--- src/rtl/alu_seq.sv ---
// Multi-cycle ALU: single-cycle add/sub/logic, iterative shifts and a shift-add
// unsigned multiplier behind a Start/Done handshake with registered results and flags.
module alu_seq #(
    parameter int WIDTH = 16,
    parameter int SHW   = $clog2(WIDTH)
) (
    input  logic             CLK,
    input  logic             RST,
    input  logic             Start,
    input  logic [5:0]       Op,
    input  logic [WIDTH-1:0] A,
    input  logic [WIDTH-1:0] B,
    input  logic             CI,
    output logic             Busy,
    output logic             Done,
    output logic [WIDTH-1:0] Result,
    output logic [WIDTH-1:0] ResultHi,
    output logic [15:0]      Flags
);
    localparam int M  = WIDTH - 1;
    localparam int CW = SHW + 1;

    localparam logic [5:0] ALU_ADD  = 6'd0;
    localparam logic [5:0] ALU_ADDC = 6'd1;
    localparam logic [5:0] ALU_SUB  = 6'd2;
    localparam logic [5:0] ALU_SUBC = 6'd3;
    localparam logic [5:0] ALU_AND  = 6'd4;
    localparam logic [5:0] ALU_OR   = 6'd5;
    localparam logic [5:0] ALU_XOR  = 6'd6;
    localparam logic [5:0] ALU_SHL  = 6'd7;
    localparam logic [5:0] ALU_SHR  = 6'd8;
    localparam logic [5:0] ALU_ASR  = 6'd9;
    localparam logic [5:0] ALU_MUL  = 6'd10;

    typedef enum logic [1:0] {IDLE, EXEC, DONE} state_t;

    state_t           state;
    logic [5:0]       opr;
    logic [WIDTH-1:0] areg;
    logic [WIDTH-1:0] acc;
    logic [WIDTH-1:0] sh;
    logic [CW-1:0]    cnt;
    logic [3:0]       flg;

    logic [WIDTH-1:0] add_x, add_y;
    logic             add_c;
    logic [WIDTH:0]   sum;
    logic [WIDTH-1:0] res1;
    logic [3:0]       flg1;
    logic             known, fv, fc;
    logic [SHW-1:0]   samt;
    logic             op_shift;
    logic [WIDTH-1:0] sh_next;
    logic             sh_out;
    logic [WIDTH:0]   madd;
    logic [WIDTH-1:0] mlo;

    assign Flags    = {{12{1'b0}}, flg};
    assign samt     = B[SHW-1:0];
    assign op_shift = (Op == ALU_SHL) || (Op == ALU_SHR) || (Op == ALU_ASR);

    // The one adder serves add/sub at accept time and the multiplier partial sums in EXEC.
    always_comb begin
        add_x = A;
        add_y = B;
        add_c = 1'b0;
        if (state == EXEC) begin
            add_x = acc;
            add_y = areg;
        end else begin
            case (Op)
                ALU_ADDC: add_c = CI;
                ALU_SUB:  begin add_y = ~B; add_c = 1'b1; end
                ALU_SUBC: begin add_y = ~B; add_c = CI;   end
                default:  ;
            endcase
        end
        sum = {1'b0, add_x} + {1'b0, add_y} + {{WIDTH{1'b0}}, add_c};
    end

    always_comb begin
        res1  = '0;
        known = 1'b1;
        fv    = 1'b0;
        fc    = 1'b0;
        case (Op)
            ALU_ADD, ALU_ADDC: begin
                res1 = sum[M:0];
                fc   = sum[WIDTH];
                fv   = (A[M] == B[M]) && (sum[M] != A[M]);
            end
            ALU_SUB, ALU_SUBC: begin
                res1 = sum[M:0];
                fc   = sum[WIDTH];
                fv   = (A[M] != B[M]) && (sum[M] != A[M]);
            end
            ALU_AND: res1 = A & B;
            ALU_OR:  res1 = A | B;
            ALU_XOR: res1 = A ^ B;
            ALU_SHL, ALU_SHR, ALU_ASR: res1 = A;
            default: known = 1'b0;
        endcase
        flg1 = known ? {res1[M], res1 == '0, fv, fc} : 4'b0000;
    end

    always_comb begin
        sh_next = sh;
        sh_out  = 1'b0;
        case (opr)
            ALU_SHL: begin sh_next = {sh[M-1:0], 1'b0}; sh_out = sh[M]; end
            ALU_SHR: begin sh_next = {1'b0, sh[M:1]};   sh_out = sh[0]; end
            ALU_ASR: begin sh_next = {sh[M], sh[M:1]};  sh_out = sh[0]; end
            default: ;
        endcase
        madd = sh[0] ? sum : {1'b0, acc};
        mlo  = {madd[0], sh[M:1]};
    end

    always_ff @(posedge CLK) begin
        if (RST) begin
            state    <= IDLE;
            Busy     <= 1'b0;
            Done     <= 1'b0;
            Result   <= '0;
            ResultHi <= '0;
            flg      <= '0;
            opr      <= '0;
            areg     <= '0;
            acc      <= '0;
            sh       <= '0;
            cnt      <= '0;
        end else begin
            Done <= 1'b0;
            case (state)
                IDLE, DONE: begin
                    state <= IDLE;
                    if (Start) begin
                        opr  <= Op;
                        areg <= A;
                        acc  <= '0;
                        if (Op == ALU_MUL) begin
                            sh    <= B;
                            cnt   <= CW'(WIDTH);
                            Busy  <= 1'b1;
                            state <= EXEC;
                        end else if (op_shift && samt != '0) begin
                            sh    <= A;
                            cnt   <= {1'b0, samt};
                            Busy  <= 1'b1;
                            state <= EXEC;
                        end else begin
                            Result   <= res1;
                            ResultHi <= '0;
                            flg      <= flg1;
                            Done     <= 1'b1;
                            state    <= DONE;
                        end
                    end
                end
                EXEC: begin
                    cnt <= cnt - CW'(1);
                    if (opr == ALU_MUL) begin
                        // {acc,sh} holds the partial product; its low half shifts out the multiplier bits.
                        acc <= madd[WIDTH:1];
                        sh  <= mlo;
                        if (cnt == CW'(1)) begin
                            Result   <= mlo;
                            ResultHi <= madd[WIDTH:1];
                            flg      <= {madd[WIDTH], {madd[WIDTH:1], mlo} == '0,
                                         madd[WIDTH:1] != '0, 1'b0};
                        end
                    end else begin
                        sh <= sh_next;
                        if (cnt == CW'(1)) begin
                            Result   <= sh_next;
                            ResultHi <= '0;
                            flg      <= {sh_next[M], sh_next == '0, 1'b0, sh_out};
                        end
                    end
                    if (cnt == CW'(1)) begin
                        Busy  <= 1'b0;
                        Done  <= 1'b1;
                        state <= DONE;
                    end
                end
                default: state <= IDLE;
            endcase
        end
    end
endmodule
--- config.mk ---
export PLATFORM = sky130hd
export DESIGN_NAME = alu_seq
export DESIGN_NICKNAME = d
export VERILOG_FILES = /design/src/rtl/alu_seq.sv
export SDC_FILE = /design/constraint.sdc
export NUM_CORES = 1
export LEC_CHECK = 0
export ABC_AREA = 1
export BUFFER_PORTS_ARGS = -buffer_cell sky130_fd_sc_hd__buf_4
export CAP_MARGIN = 10
export CORE_MARGIN = 8
export CORE_UTILIZATION = 55
export DETAILED_ROUTE_END_ITERATION = 8
export PLACE_DENSITY = 0.74
export SLEW_MARGIN = 20
export SYNTH_ARGS = -nofsm -noshare
export SYNTH_HDL_FRONTEND = slang
export SYNTH_SLANG_ARGS = --single-unit
--- constraint.sdc ---
create_clock -name CLK -period 4.25 [get_ports CLK]
set_input_delay 0.2125 -clock CLK [delete_from_list [all_inputs] [get_ports CLK]]
set_output_delay 0.2125 -clock CLK [all_outputs]
set_load 0.01 [all_outputs]
==> impl_metrics.toml <==
[status]
status = "complete, no violations"

[sta]
skew_ns = 0.01436
rsz0062_at_grt = "no"
finalCritPeriodShare = 0.8087
fmax_mhz = 290.9
setup_tns_ns = 0
finalWorstSetupSlack_ns = 0.8128
post-route-min-period_ns = 3.437
slew_violations = 0
slew_headroom = 0.4213
setup_viol = 0
hold_violations = 0
tightest_slew_ns = 0.8648

[die]
coreArea_um2 = 13830
io_pins = 92
die_width_um = 134.6
die_area_um2 = 18110
die_h_um = 134.6
start_util = 0.5592
num_rows = 43

[min_path]
min_to = "opr[5]"
worstHoldStart = "Op[5]"
min_path_type = "in2reg"
hold_depth = 3

[placement]
gp_congestion = 0.9988
pre_cts_ws_ns = 0.5071
port_buffers = 79
dpl.cell_count = 1435
dpl_cell_area_um2 = 8323
dp_hpwl_mm = 20.59

[critical_path]
critPathSlowestCell = "fa_1"
crit_path_end_kind = "flop"
worstPathCellList = "inv_1 > nor2_4 > inv_2 > buf_4 > o221ai_1 > fa_1 > fa_1 > inv_1 > nand3_1 > nand2_1 > nand2_1 > nand2_1 > nand3_1 > nand2_1 > nand2_1 > nand3_1 > nand2_1 > nor2_1 > nand2_1 > o21ai_0 > a21oi_1"
rrSetupSlack_ns = 0.81
crit_required_ns = 4.50
cp_slowest_stage_delay_ns = 0.47
crit_type = "reg2reg"
r2r-start = "state[0]"
worstReg2RegEnd = "flg[1]"
crit_top_cell = "nand2_1"
cp_top_family = "simple AND/OR/NAND/NOR gates"
crit_fanout = 20
worstPathArrival_ns = 3.69
crit_path_start_kind = "flop"
path_buf_inv = 4
r2r_cells = 21

[route]
routed_wl_mm = 26.76
drc_errors = 0
num_vias = 8555
via_per_inst = 5.896
ant_nets = 0
drtIter0Drc = 990
first_pass_iters = 6
wire_per_inst_um = 18.44

[synthesis]
synth_flop_cell = "dfxtp_1"
synth.avg_cell_area_um2 = 6.333
synthCells = 1221
yosysWarningCount = 0
synth_seq_cells = 99
netlist_area_um2 = 7732
yosysUniqueCellTypes = 47
ys_async_sr_fraction = 0
seq_area_frac_synth = 0.2563
synth_enable_flop_cells = 0

[clocking]
cts_tree = "done"
clock_sink_count = 99
clk_latency_ns = 0.36
ctsLongestPathBuffers = 2
numCtsBuffers = 9
path_clk_slew_ns = 0.08
htree_levels = 3
cts-resized-gates = 0
ctsHoldBuffers = 0
clockRootBuffer = "clkbuf_16"
cts_setup_buffers = 0

[final_layout]
diodes = 0
seq_area_um2 = 1982
final_cells = 1451
nNetsFinal = 1359
final_area_um2 = 8635
area_growth_syn_to_layout_pct = 11.67
multiInputGateArea_um2 = 4810
drive_gt1_frac = 0.1188
fillers = 1397

[pwr]
p_leak_nw = 4.053
power_mw = 2.514
powerDensity_nw_per_um2 = 291.2
ir_drop_mv = 0.2273

[grt]
grt_usage = 0.2944
grt_max_degree = 45
grt_pass1_wl_mm = 42.41
grt-ovfl-total = 0
antenna_found_initial = 0
grt_pass1_vias = 7867

[flow_run]
maxCapViolCount = 0
## metrics by stage
stage | hold WS [ns] | utilization
finish | 0.1620 | 0.6245
global placement | 0.4523 | 0.6019
global route | 0.1728 | 0.6245
detailed placement | 0.4557 | 0.6019
floorplan | 0.2910 | -
CTS | 0.1543 | 0.6245
## worst max path at each step
stage / from / cells after the start / slack (ns) / end
floorplan: state[0] / 21 / 0.75 / flg[1]
global placement: Op[3] / 23 / 0.63 / flg[1]
detailed placement: Op[3] / 25 / 0.51 / flg[1]
CTS: state[0] / 19 / 0.85 / flg[1]
global route: Op[3] / 25 / 0.48 / flg[1]
finish: state[0] / 21 / 0.81 / flg[1]
## placed cells by master (no fill, tap or decap), types with 30 or more instances in the layout
cell / n
nand2_1: 283
ha_1: 49
inv_1: 148
a21oi_1: 90
nand3_1: 72
o22ai_1: 30
o21ai_0: 84
buf_4: 94
dfxtp_1: 99
a31oi_1: 42
nor2_1: 109
## worst min-delay path: stages
cell	delay, ns
buf_4	0.10
o21ai_0	0.09
nor2_1	0.08
## Yosys cell counts, types with 3 or more instances
master / count / share of area
buf_1: 3 / 0.0015
buf_6: 6 / 0.0087
nor3_1: 4 / 0.0026
nand3_1: 72 / 0.047
o21bai_1: 10 / 0.0097
nand2_1: 283 / 0.14
o211ai_1: 7 / 0.0068
o221ai_1: 9 / 0.010
ha_1: 49 / 0.079
buf_4: 14 / 0.014
nand4_1: 20 / 0.016
dfxtp_1: 99 / 0.26
buf_2: 20 / 0.013
xor2_1: 4 / 0.0045
a22oi_1: 11 / 0.011
o21a_1: 3 / 0.0029
clkbuf_1: 28 / 0.014
nor2_4: 5 / 0.0073
o21ai_0: 84 / 0.054
inv_1: 150 / 0.073
nor2_2: 4 / 0.0032
o22ai_1: 30 / 0.024
nand2_4: 3 / 0.0044
a21oi_1: 90 / 0.058
nor2_1: 110 / 0.053
a31oi_1: 42 / 0.034
o21ai_1: 22 / 0.014
nand2_2: 9 / 0.0073
inv_2: 6 / 0.0029
## cells by family (layout without fill, tap and decap cells)
kind of cell,Yosys count,count (layout),synth area share
AO/OA/AOI/OAI,315,315,0.2340
XOR/XNOR,6,6,0.006796
adder cells (fa/ha/maj),51,51,0.08447
buffers and inverters,229,268,0.1280
flip-flops,99,99,0.2563
other,1,12,0.0004850
AND/OR/NAND/NOR,520,520,0.2900
## sequential cells by signal, indices dropped and copies added, names as in the netlist
name,cells
cnt,5
ResultHi,16
acc,16
opr,6
Done,1
Result,16
Busy,1
state,2
flg,4
sh,16
areg,16
## area by class of cell
class / instances / area share
clock buffers: 11 / 0.02927
clock inverters: 5 / 0.006811
inverters: 158 / 0.06956
multi-input cells: 904 / 0.5570
flip-flops and latches: 99 / 0.2295
well taps: 180 / 0.02608
repair buffers: 94 / 0.08173
## power breakdown
part	internal (mW)	total (mW)	leakage (nW)	switching (mW)
registers	0.970	0.999	0.810	0.0290
logic	0.213	0.636	3.09	0.423
clock network	0.490	0.879	0.148	0.389
## layer usage
layer / GRT usage / part of all wire / routed length, um
met1: 0.3845 / 0.42 / 11330
met2: 0.4729 / 0.46 / 12260
met3: 0.04421 / 0.083 / 2222
met4: 0.1248 / 0.035 / 938
met5: 0 / 0 / 0
No activity file was read; power rests on OpenSTA's default activity.
